$ cat src/rtl/bpsk_frame_generator.sv
// Framed BPSK symbol source: Barker-13 preamble, sync word, PRBS7 payload and a
// zero-level guard gap, emitting one antipodal 8-bit level every SYM_DIV clocks.
module bpsk_frame_generator #(
  parameter int          SYM_DIV     = 4,
  parameter int          AMPLITUDE   = 64,
  parameter logic [15:0] SYNC_WORD   = 16'h1ACF,
  parameter int          PAYLOAD_LEN = 64,
  parameter int          GAP_LEN     = 8
) (
  input  logic       clock,
  input  logic       reset_n,
  input  logic       enable,
  output logic [7:0] symbol,
  output logic       symbol_valid,
  output logic       bit_out,
  output logic       frame_start,
  output logic       busy,
  output logic [2:0] state
);

  typedef enum logic [2:0] {
    S_IDLE     = 3'd0,
    S_PREAMBLE = 3'd1,
    S_SYNC     = 3'd2,
    S_PAYLOAD  = 3'd3,
    S_GAP      = 3'd4
  } state_t;

  localparam int               DIV_W     = $clog2(SYM_DIV);
  localparam logic [DIV_W-1:0] DIV_LAST  = DIV_W'(SYM_DIV - 1);
  // Barker-13 left-aligned in 16 bits so it indexes like the sync word
  localparam logic [15:0]      BARKER    = 16'b1111_1001_1010_1000;
  localparam logic [7:0]       LVL_POS   = 8'(AMPLITUDE);
  localparam logic [7:0]       LVL_NEG   = 8'(-AMPLITUDE);
  localparam logic [11:0]      PAY_LAST  = 12'(PAYLOAD_LEN - 1);
  localparam logic [11:0]      GAP_LAST  = (GAP_LEN > 0) ? 12'(GAP_LEN - 1) : 12'd0;
  localparam logic [6:0]       LFSR_SEED = 7'h7F;

  logic [DIV_W-1:0] r_div;
  state_t           r_state;
  logic [11:0]      r_cnt;
  logic [6:0]       r_lfsr;
  logic [7:0]       r_symbol;
  logic             r_symbol_valid;
  logic             r_bit;
  logic             r_frame_start;
  logic             r_busy;

  logic       w_tick;
  logic       w_frame_end;
  logic       w_start;
  logic       w_pre_bit;
  logic       w_sync_bit;
  logic [6:0] w_lfsr_next;

  assign w_tick      = (r_div == DIV_LAST);
  // Last symbol of the frame: end of gap, or end of payload when there is no gap
  assign w_frame_end = ((r_state == S_PAYLOAD) && (r_cnt == PAY_LAST) && (GAP_LEN == 0)) ||
                       ((r_state == S_GAP) && (r_cnt == GAP_LAST));
  assign w_start     = enable && ((r_state == S_IDLE) || w_frame_end);
  assign w_pre_bit   = BARKER[4'd14 - r_cnt[3:0]];
  assign w_sync_bit  = SYNC_WORD[4'd14 - r_cnt[3:0]];
  assign w_lfsr_next = {r_lfsr[5:0], r_lfsr[6] ^ r_lfsr[5]};

  function automatic logic [7:0] level(input logic b);
    return b ? LVL_NEG : LVL_POS;
  endfunction

  always_ff @(posedge clock or negedge reset_n) begin
    if (!reset_n) begin
      r_div          <= '0;
      r_state        <= S_IDLE;
      r_cnt          <= '0;
      r_lfsr         <= LFSR_SEED;
      r_symbol       <= '0;
      r_symbol_valid <= 1'b0;
      r_bit          <= 1'b0;
      r_frame_start  <= 1'b0;
      r_busy         <= 1'b0;
    end else begin
      r_symbol_valid <= 1'b0;
      r_frame_start  <= 1'b0;
      r_div          <= w_tick ? '0 : r_div + 1'b1;
      if (w_tick) begin
        r_symbol_valid <= (r_state != S_IDLE) || enable;
        if (w_start) begin
          r_state       <= S_PREAMBLE;
          r_busy        <= 1'b1;
          r_cnt         <= '0;
          r_frame_start <= 1'b1;
          r_bit         <= BARKER[15];
          r_symbol      <= level(BARKER[15]);
        end else if (w_frame_end) begin
          r_state  <= S_IDLE;
          r_busy   <= 1'b0;
          r_cnt    <= '0;
          r_bit    <= 1'b0;
          r_symbol <= '0;
        end else begin
          case (r_state)
            S_PREAMBLE: begin
              if (r_cnt == 12'd12) begin
                r_state  <= S_SYNC;
                r_cnt    <= '0;
                r_bit    <= SYNC_WORD[15];
                r_symbol <= level(SYNC_WORD[15]);
              end else begin
                r_cnt    <= r_cnt + 12'd1;
                r_bit    <= w_pre_bit;
                r_symbol <= level(w_pre_bit);
              end
            end
            S_SYNC: begin
              if (r_cnt == 12'd15) begin
                // Reseed on entry so every frame carries the same payload
                r_state  <= S_PAYLOAD;
                r_cnt    <= '0;
                r_bit    <= LFSR_SEED[6];
                r_symbol <= level(LFSR_SEED[6]);
                r_lfsr   <= {LFSR_SEED[5:0], LFSR_SEED[6] ^ LFSR_SEED[5]};
              end else begin
                r_cnt    <= r_cnt + 12'd1;
                r_bit    <= w_sync_bit;
                r_symbol <= level(w_sync_bit);
              end
            end
            S_PAYLOAD: begin
              if (r_cnt == PAY_LAST) begin
                r_state  <= S_GAP;
                r_cnt    <= '0;
                r_bit    <= 1'b0;
                r_symbol <= '0;
              end else begin
                r_cnt    <= r_cnt + 12'd1;
                r_bit    <= r_lfsr[6];
                r_symbol <= level(r_lfsr[6]);
                r_lfsr   <= w_lfsr_next;
              end
            end
            S_GAP: begin
              r_cnt <= r_cnt + 12'd1;
            end
            default: begin
              r_cnt <= '0;
            end
          endcase
        end
      end
    end
  end

  assign symbol       = r_symbol;
  assign symbol_valid = r_symbol_valid;
  assign bit_out      = r_bit;
  assign frame_start  = r_frame_start;
  assign busy         = r_busy;
  assign state        = r_state;

endmodule

$ cat config.mk
export PLATFORM = sky130hd
export DESIGN_NAME = bpsk_frame_generator
export DESIGN_NICKNAME = d
export VERILOG_FILES = /design/src/rtl/bpsk_frame_generator.sv
export SDC_FILE = /design/constraint.sdc
export NUM_CORES = 1
export LEC_CHECK = 0
export CORE_MARGIN = 5
export CORE_UTILIZATION = 40
export DETAILED_ROUTE_END_ITERATION = 6
export GPL_TIMING_DRIVEN = 0
export SKIP_LAST_GASP = 1
export SYNTH_ARGS = -nofsm -noshare
export SYNTH_HDL_FRONTEND = slang
export SYNTH_SLANG_ARGS = --single-unit
$ cat constraint.sdc
create_clock -name clock -period 2.12 [get_ports clock]
set_input_delay 0.212 -clock clock [delete_from_list [all_inputs] [get_ports clock]]
set_output_delay 0.212 -clock clock [all_outputs]
set_load 0.03 [all_outputs]
# --- After elaboration in Yosys (flattened, before gate mapping) ---
# Memory sizes are Yosys's and may differ from the RTL's.
# Index checks and enable logic that the tools add are counted.
op_classes:
  add_sub_neg: 3
  n_lt_le_gt_ge: 1
  eq_ne: 14
  n_mux: 38
  n_bitwise: 3
  n_reduce_logical: 13
ops:
  columns: ["operator", "n"]
  rows:
  - ["2-to-1 mux 8 bit", 8]
  - ["2-to-1 mux 12 bit", 5]
  - ["case mux 12 bit (4 select lines)", 1]
  - ["equality test 12 x 4 -> 1 bit (second input constant)", 2]
  - ["case mux 8 bit (3 select lines)", 1]
  - ["2-to-1 mux 3 bit", 5]
  - ["2-to-1 mux 7 bit", 2]
  - ["case mux 7 bit (2 select lines)", 1]
  - ["adder 12 x 1 -> 12 bit (second input constant)", 1]
  - ["equality test 12 x 3 -> 1 bit (second input constant)", 1]
  - ["equality test 12 x 6 -> 1 bit (second input constant)", 1]
  - ["2-to-1 mux 1 bit", 12]
  - ["case mux 3 bit (3 select lines)", 1]
  - ["!= test 4 bit (second input constant)", 2]
  - ["equality test 3 x 2 -> 1 bit (second input constant)", 2]
  - ["AND reduction 6 bit", 1]
  - ["< comparator 4 x 5 -> 1 bit (second input constant)", 1]
  - ["AND reduction 5 bit", 1]
  - ["nonzero test 5 bit", 1]
  - ["!= test 2 bit (second input constant)", 2]
  - ["!= test 4 x 3 -> 1 bit (second input constant)", 1]
  - ["AND reduction 2 bit", 2]
  - ["nonzero test 2 bit", 2]
  - ["subtractor 4 bit (first input constant)", 1]
  - ["other kinds (12)", 15]
totals:
  register_bits: 36
  romBits: 32
  input_bits: 3
  output_inout_bits: 15
  mem_count: 2
mem_list:
  columns: ["name", "words", "width", "read_ports", "rd_clocked_by_memory_dff", "wr", "line_no", "rtl"]
  rows:
  - ["(name not given)", 16, 1, 1, 0, 0, "62", "assign w_sync_bit = SYNC_WORD[4'd14 - r_cnt[3:0]];"]
  - ["(name not given)", 16, 1, 1, 0, 0, "61", "assign w_pre_bit = BARKER[4'd14 - r_cnt[3:0]];"]

# --- Longest topological paths before layout ---
# Gate-level depths: netlist of the first run.
depth:
  ltp_word: 8
  ltp_mapped: 9
  ltp_nobuf: 7

# --- Worst setup path after synthesis of the first run ---
# OpenSTA, ideal clock, no wires.
synth_path:
  path_kind: "reg2reg"
  start: "register r_cnt[0]"
  end: "register r_lfsr[3]"
  setup_time_ns: 0.079
  t_arrival_ns: 2.075
  slack_ns: -0.033
  stages_incl_launch_ff: 10
  period_less_slack_ns: 2.153
  cell_sequence: "dfrtp_1 ha_1 buf_2 and3_1 clkbuf_1 nand4_1 a221oi_1 clkbuf_1 o21ai_0 o21ai_0"
synth_between:
  elab_chain_len: 6
  word_cells_on_any_way: 11
synth_rtl:
  columns: ["element", "line_no", "rtl"]
  rows:
  - ["from (decl)", "41", "logic [11:0] r_cnt;"]
  - ["from (signal assigned)", "108", "r_cnt <= r_cnt + 12'd1;"]
  - ["from (signal assigned)", "122", "r_cnt <= r_cnt + 12'd1;"]
  - ["from (signal assigned)", "134", "r_cnt <= r_cnt + 12'd1;"]
  - ["equality test 12 x 3 -> 1 bit", "59", "((r_state == S_GAP) && (r_cnt == GAP_LAST));"]
  - ["logical AND 1 bit", "59", null]
  - ["logical OR 1 bit", "60", "assign w_start = enable && ((r_state == S_IDLE) || w_frame_end);"]
  - ["logical AND 1 bit", "60", null]
  - ["NOT 1 bit (no line)", null, null]
  - ["AND reduction 6 bit (no line) (*)", null, null]
  - ["to (signal assigned)", "120", "r_lfsr <= {LFSR_SEED[5:0], LFSR_SEED[6] ^ LFSR_SEED[5]};"]
  - ["to (signal assigned)", "137", "r_lfsr <= w_lfsr_next;"]
  - ["to (decl)", "42", "logic [6:0] r_lfsr;"]
# Mark *: on every way between the ends. The rest lies on a longest branch, timed or not.
# A chain may end at the register's enable or synchronous reset.

# --- Worst setup path in the final report of the first run ---
layout_path:
  start: "register r_cnt[8]"
  end: "register r_state[0] (netlist: state[0])"
layout_between:
  elab_chain_len: 6
  word_cells_on_any_way: 14
layout_rtl:
  columns: ["element", "line_no", "rtl"]
  rows:
  - ["equality test 12 x 3 -> 1 bit", "59", null]
  - ["logical AND 1 bit", "59", null]
  - ["logical OR 1 bit", "60", null]
  - ["logical AND 1 bit", "60", null]
  - ["!= test 4 bit (no line) (tied with other cells)", null, null]
  - ["AND reduction 5 bit (no line)", null, null]
  - ["to (signal assigned)", "72", "r_state <= S_IDLE;"]
  - ["to (signal assigned)", "87", "r_state <= S_PREAMBLE;"]
  - ["to (signal assigned)", "94", "r_state <= S_IDLE;"]
  - ["to (decl)", "40", "state_t r_state;"]
# Several ways; a longest one is shown, not always the timed one.

==> metrics.cfg, run 1 <==
[placed_design]
dp_hpwl_um=2990
gp_congestion=0.870
postPlaceCellArea_um2=2060
portBuffers=11

[clock_tree]
cts_tree=yes
clk_path_buf_depth=2
root_buffer=clkbuf_8
htreeDepth=2
clkLatencyLatePin_ns=0.29
cts_sinks=29
cts_buffers=5
ctsHoldBuffers=0
clkTransAtPathRegs_ns=0.07

[global_route]
grtUsageTotal_pct=15.6
grt_max_degree=30
grt_pass1_wl_um=7620
antenna_found_initial=0
grt_pass1_vias=1597
grt_overflow=0

[die]
die_h_um=78.2
core-area_um2=4440
rows=24
dieArea_um2=6120
start_util_pct=41.9
dieWidth_um=78.2
io_pins=18

[yosys]
synth_cells=218
async_flop_share_pct=100
yosysSeqAreaShare_pct=39.5
ys_seq_elements=29
synth_edf_count=0
yosys_most_used_dff=dfrtp_1
yosysWarnings=0
postSynthAreaPerCell_um2=8.53
ys_types=53
synth_area_um2=1860

[setup_path]
path_class=flip-flop to flip-flop
path_max_fanout=4
cp.arrival_ns=2.36
required_ns=2.29
start_kind=flip-flop
worstSetupEndpointType=flip-flop
max_stage_delay_ns=0.57
slowest_stage=or4_4
cp_cell_sequence=or4_4, nor4_4, buf_4, a21boi_4, a211oi_2, mux2_1

[final_layout]
nNetsFinal=262
drive_gt1_share_pct=25.5
fill_cells=417
antennaDiodeCount=0
postLayoutCellArea_um2=2400
multi_input_area_um2=1120
syn_to_final_growth_pct=29.2
finish.utilization_pct=54.1
seq_area_um2=738

[sta]
setup_tns_ns=-0.303
fin_ws_ns=-0.0779
rsz0062_at_grt=yes
period_share_pct=104
worstMarginPinSlew_ns=0.663
min_period_ns=2.20
drv_slew=0
finalClockSkew_ns=0.00677
finalHoldWorstSlack_ns=-0.0483
finalSetupViolations=11
fmax_ghz=0.455
hold_viol=22
slew_headroom_pct=55.8

[hold_path]
hold_class=input port to async pin

[drt]
vias=1636
drtAntennaViolNets=0
dr.first_iter.drc_count=136
remaining_drc_errors=0
viasPerCell=5.33
wl_per_cell_um=14.7
totalWireLength_um=4520
drt_pass1_iterations=4

[power_and_ir_drop]
vdd_ir_drop_max_v=0.000413
powerDensity_nw_per_um2=676
leakage_nw=0.990

[run]
maxCapViolCount=0

[outcome]
violations=negative hold slack, negative setup slack
status=finished, violations left

==> worst paths after layout <==
| check | start | endpoint | slack (ns) | depth (start not counted) |
|---|---|---|---|---|
| max | r_cnt[8] | state[0] | -0.08 | 6 |
| min | reset_n | r_cnt[6] | -0.05 | 1 |
| max reg2reg | r_cnt[8] | state[0] | -0.08 | 6 |
| min reg2reg | r_div[0] | r_div[0] | 0.42 | 1 |
| max in group asynchronous | reset_n | r_cnt[0] | 1.70 | 1 |
| min in group clock | r_div[0] | r_div[0] | 0.42 | 1 |
==> registers in the layout, indices dropped and copies added (netlist names) <==
| signal | count |
|---|---|
| r_lfsr | 7 |
| frame_start | 1 |
| symbol_valid | 1 |
| bit_out | 1 |
| symbol | 1 |
| state | 3 |
| busy | 1 |
| r_div | 2 |
| r_cnt | 12 |
==> kinds of logic (layout without fill, tap and decap cells) <==
logic type / after synthesis / in the layout / share of synthesized area (%)
AOI/OAI and AO/OA: 60 / 60 / 21.7
xor gates and xnor gates: 10 / 10 / 4.71
adders and majority gates: 5 / 5 / 3.36
buffers and inverters: 35 / 67 / 8.54
DFF: 29 / 29 / 39.5
muxes: 1 / 1 / 0.605
other: 1 / 6 / 0.202
and+or+nand+nor: 77 / 77 / 21.4
==> critical path: cells and delay by family (launching register included) <==
family	cells	cell delay [ns]
AO/OA/AOI/OAI	2	0.28
buffers and inverters	1	0.18
flip-flops	1	0.41
multiplexers	1	0.34
AND/OR/NAND/NOR	2	0.87
==> per-stage QoR <==
stage               power, mW  cells  setup slack, ns  hold WS [ns]
floorplan               0.942    223          -0.0164       -0.0836
global placement         1.08    286           -0.333         0.416
detailed placement       1.08    286           -0.367         0.416
CTS                      1.59    302          -0.0462         0.425
global route             1.73    307           -0.143       0.00900
finish                   1.63    307          -0.0779       -0.0483
==> layout by cell type, fill, tap and decap left out, drive strengths merged, types with 7 or more instances in the layout <==
master	n
dfstp	7
o21ai	22
clkdlybuf4s50	10
nor2	24
buf	25
nand3	8
a21oi	8
dfrtp	22
clkbuf	15
inv	15
nand2	15
==> synth_stat cells (all sizes together) (2+ instances only) <==
library cell / n / share of area [%]
ha: 5 / 3.4
and2: 2 / 0.67
clkbuf: 12 / 2.4
and3: 3 / 1.0
or4: 2 / 1.0
nor2b: 3 / 1.0
buf: 8 / 3.1
inv: 15 / 3.0
or3: 3 / 1.0
xor2: 6 / 2.8
a21oi: 8 / 2.2
nand3: 8 / 2.2
nand4: 5 / 1.7
xnor2: 4 / 1.9
dfrtp: 22 / 30
o31a: 2 / 0.94
nor4: 3 / 1.8
a211oi: 3 / 1.2
nand2: 15 / 3.0
o21ai: 22 / 5.9
nor2: 24 / 5.0
nor3: 5 / 1.3
dfstp: 7 / 9.9
a31oi: 5 / 1.7
a21boi: 2 / 0.81
o22ai: 2 / 0.67
==> routing by layer <==
layer / vias up / part of all wire (%) / wire length [um] / GRT usage, %
met2: 23 / 48 / 2170 / 25.2
met3: 6 / 3.2 / 145 / 3.78
li1: 832 / - / - / -
met4: 0 / 1.2 / 53 / 5.24
met5: - / 0 / 0 / 0
met1: 775 / 48 / 2150 / 20.5
==> power breakdown <==
group / internal (mW) / switching (mW)
Combinational: 0.182 / 0.309
Sequential: 0.594 / 0.0542
Clock: 0.263 / 0.224
Total: 1.04 / 0.587
==> final cells by class <==
cell class              count  share of cell area (%)
well taps                  52                    2.71
inverters                  15                    2.34
clock inverters             2                   0.573
clock buffers               6                    3.44
plain buffers              18                    4.37
repair buffers             26                    9.37
multi-input cells         159                    46.5
flip-flops and latches     29                    30.7
==> repair_timing <==
action / CTS / global route
gates cloned: 1 / 0
setup buffers: 9 / 8
setup endpoints to repair: 23 / 22
gates resized for setup: 19 / 22
pin swaps: 6 / 12
No activity file was read; power rests on OpenSTA's default activity.
==> inputs of run 2 (changes only) <==
==> constraint.sdc (replaced) <==
create_clock -name clock -period 2.61 [get_ports clock]
set_input_delay 0.261 -clock clock [delete_from_list [all_inputs] [get_ports clock]]
set_output_delay 0.261 -clock clock [all_outputs]
set_load 0.03 [all_outputs]
==> metrics.cfg, run 2 (synthesis results as in run 1) <==
[outcome]
status=finished, violations left
violations=negative hold slack

[sta]
period_share_pct=93.2
setup_tns_ns=0
drv_slew=0
finalHoldWorstSlack_ns=-0.00767
finalSetupViolations=0
hold_viol=5
finalClockSkew_ns=0.00836
min_period_ns=2.43
worstMarginPinSlew_ns=0.638
fmax_ghz=0.411
slew_headroom_pct=57.5
rsz0062_at_grt=no

[clock_tree]
clkTransAtPathRegs_ns=0.07
cts_tree=yes
cts_buffers=5
htreeDepth=2
clkLatencyLatePin_ns=0.29
post_cts_buffers=0
root_buffer=clkbuf_8
clk_path_buf_depth=2
cts_sinks=29
ctsHoldBuffers=0

[global_route]
antenna_found_initial=0
grt_max_degree=30
grt_pass1_vias=1498
grt_overflow=0
grtUsageTotal_pct=14.6
grt_pass1_wl_um=7140

[drt]
vias=1577
dr.first_iter.drc_count=72
wl_per_cell_um=13.6
totalWireLength_um=3990
viasPerCell=5.36
drt_pass1_iterations=4
remaining_drc_errors=0
drtAntennaViolNets=0

[final_layout]
syn_to_final_growth_pct=17.8
antennaDiodeCount=0
fill_cells=435
largest_reg_flops=12
drive_gt1_share_pct=12.8
largest-register=r_cnt
seq_area_um2=734
nNetsFinal=249
final_cells=294
multi_input_area_um2=992
layout_commonest_cell=nor2_1
layout_common_cells=nor2_1, o21ai_0, dfrtp_1

[hold_path]
hold_class=input port to async pin

[power_and_ir_drop]
powerDensity_nw_per_um2=648
intPower_mw=0.979
leakage_nw=0.923
combinationalPowerShare_pct=23.8
clkPwrFrac_pct=39.1
vdd_ir_drop_max_v=0.000258
switching_power_mw=0.442
swShare_pct=31.1
finalPower_mw=1.42
p_seq_share_pct=37.1

[setup_path]
start_kind=flip-flop
path_max_fanout=10
cp.arrival_ns=2.58
worstSetupEndpointType=flip-flop
required_ns=2.75
path_class=flip-flop to flip-flop

[die]
die_h_um=78.2
rows=24
io_pins=18
start_util_pct=41.9
core-area_um2=4440
dieWidth_um=78.2
dieArea_um2=6120

[run]
maxCapViolCount=0

[placed_design]
dp_hpwl_um=2890
placed_cells=286
portBuffers=11
gp_congestion=0.791

[run 2: cell count changes in the layout (fill, tap and decap cells not counted), moves of 2 or more]
cell / delta
nor2_1: +3
bufinv_16: +2
dfrtp_2: -3
clkbuf_1: +4
o21ai_0: +3
buf_6: -3
nor2_4: -3
buf_4: -13
o21ai_1: -2
dfrtp_1: +3
[run 2: through the flow]
step | util [%] | area (um2) | setup WS (ns)
floorplan | - | 1880 | 0.457
global placement | 46.2 | 2050 | -0.00298
CTS | 49.4 | 2190 | 0.0590
global route | 49.3 | 2190 | 0.00887
detailed placement | 46.2 | 2050 | -0.0451
finish | 49.3 | 2190 | 0.177
[run 2: critical path, stage by stage, from the launching register on]
cell	delay, ns
dfrtp_1	0.36
clkbuf_1	0.19
or4_1	0.61
nor4_4	0.35
nor2_2	0.11
a311oi_4	0.55
nor3_1	0.12
[run 2: power groups by stage]
stage,Sequential (mW),Combinational (mW),Clock [mW]
3_5_place_dp,0.537,0.337,0
6_report,0.527,0.338,0.556
2_1_floorplan,0.549,0.213,0
3_3_place_gp,0.537,0.336,0
4_1_cts,0.528,0.341,0.576
5_1_grt,0.535,0.389,0.592
[run 2: per-layer routing]
layer / wire length (um) / part of all wire, % / GRT usage (%)
met5: 0 / 0 / 0
met4: 111 / 2.8 / 7.69
met3: 139 / 3.5 / 3.32
met2: 1700 / 43 / 21.5
met1: 2030 / 51 / 20.1
[run 2: timing repair]
| action | 4_1_cts | 5_1_grt |
|---|---|---|
| resized for setup | 1 | 2 |
| endpoints found under the setup margin | 3 | 4 |
| hold endpoints to repair | 0 | 0 |
| pin swaps | 0 | 0 |
| gates cloned | 0 | 0 |
[run 2: cell type report]
type / instances / share of cell area (%)
multi-input cells: 159 / 45.3
plain buffers: 20 / 4.74
inverters: 15 / 2.57
flip-flops and latches: 29 / 33.5
clock inverters: 3 / 2.97
repair buffers: 11 / 4.80
clock buffers: 5 / 3.14
well taps: 52 / 2.97
[run 2: worst paths after layout]
check	start	to	slack (ns)	cells past startpoint
setup reg to reg	r_cnt[5]	r_cnt[4]	0.18	6
hold reg to reg	r_div[0]	r_div[0]	0.43	1
min in group clock	r_div[0]	r_div[0]	0.43	1
max in group asynchronous	reset_n	busy	2.20	1
setup / recovery	r_cnt[5]	r_cnt[4]	0.18	6
hold / removal	reset_n	r_cnt[11]	-0.008	1
==> inputs of run 3 (changes only) <==
--- a/config.mk
+++ b/config.mk
@@ -5,6 +5,7 @@
 export SDC_FILE = /design/constraint.sdc
 export NUM_CORES = 1
 export LEC_CHECK = 0
+export ABC_CLOCK_PERIOD_IN_PS = 2610
 export CORE_MARGIN = 5
 export CORE_UTILIZATION = 40
 export DETAILED_ROUTE_END_ITERATION = 6
==> results of run 3 <==
Same layout as run 2: the final DEF is identical, and so are final timing and power.
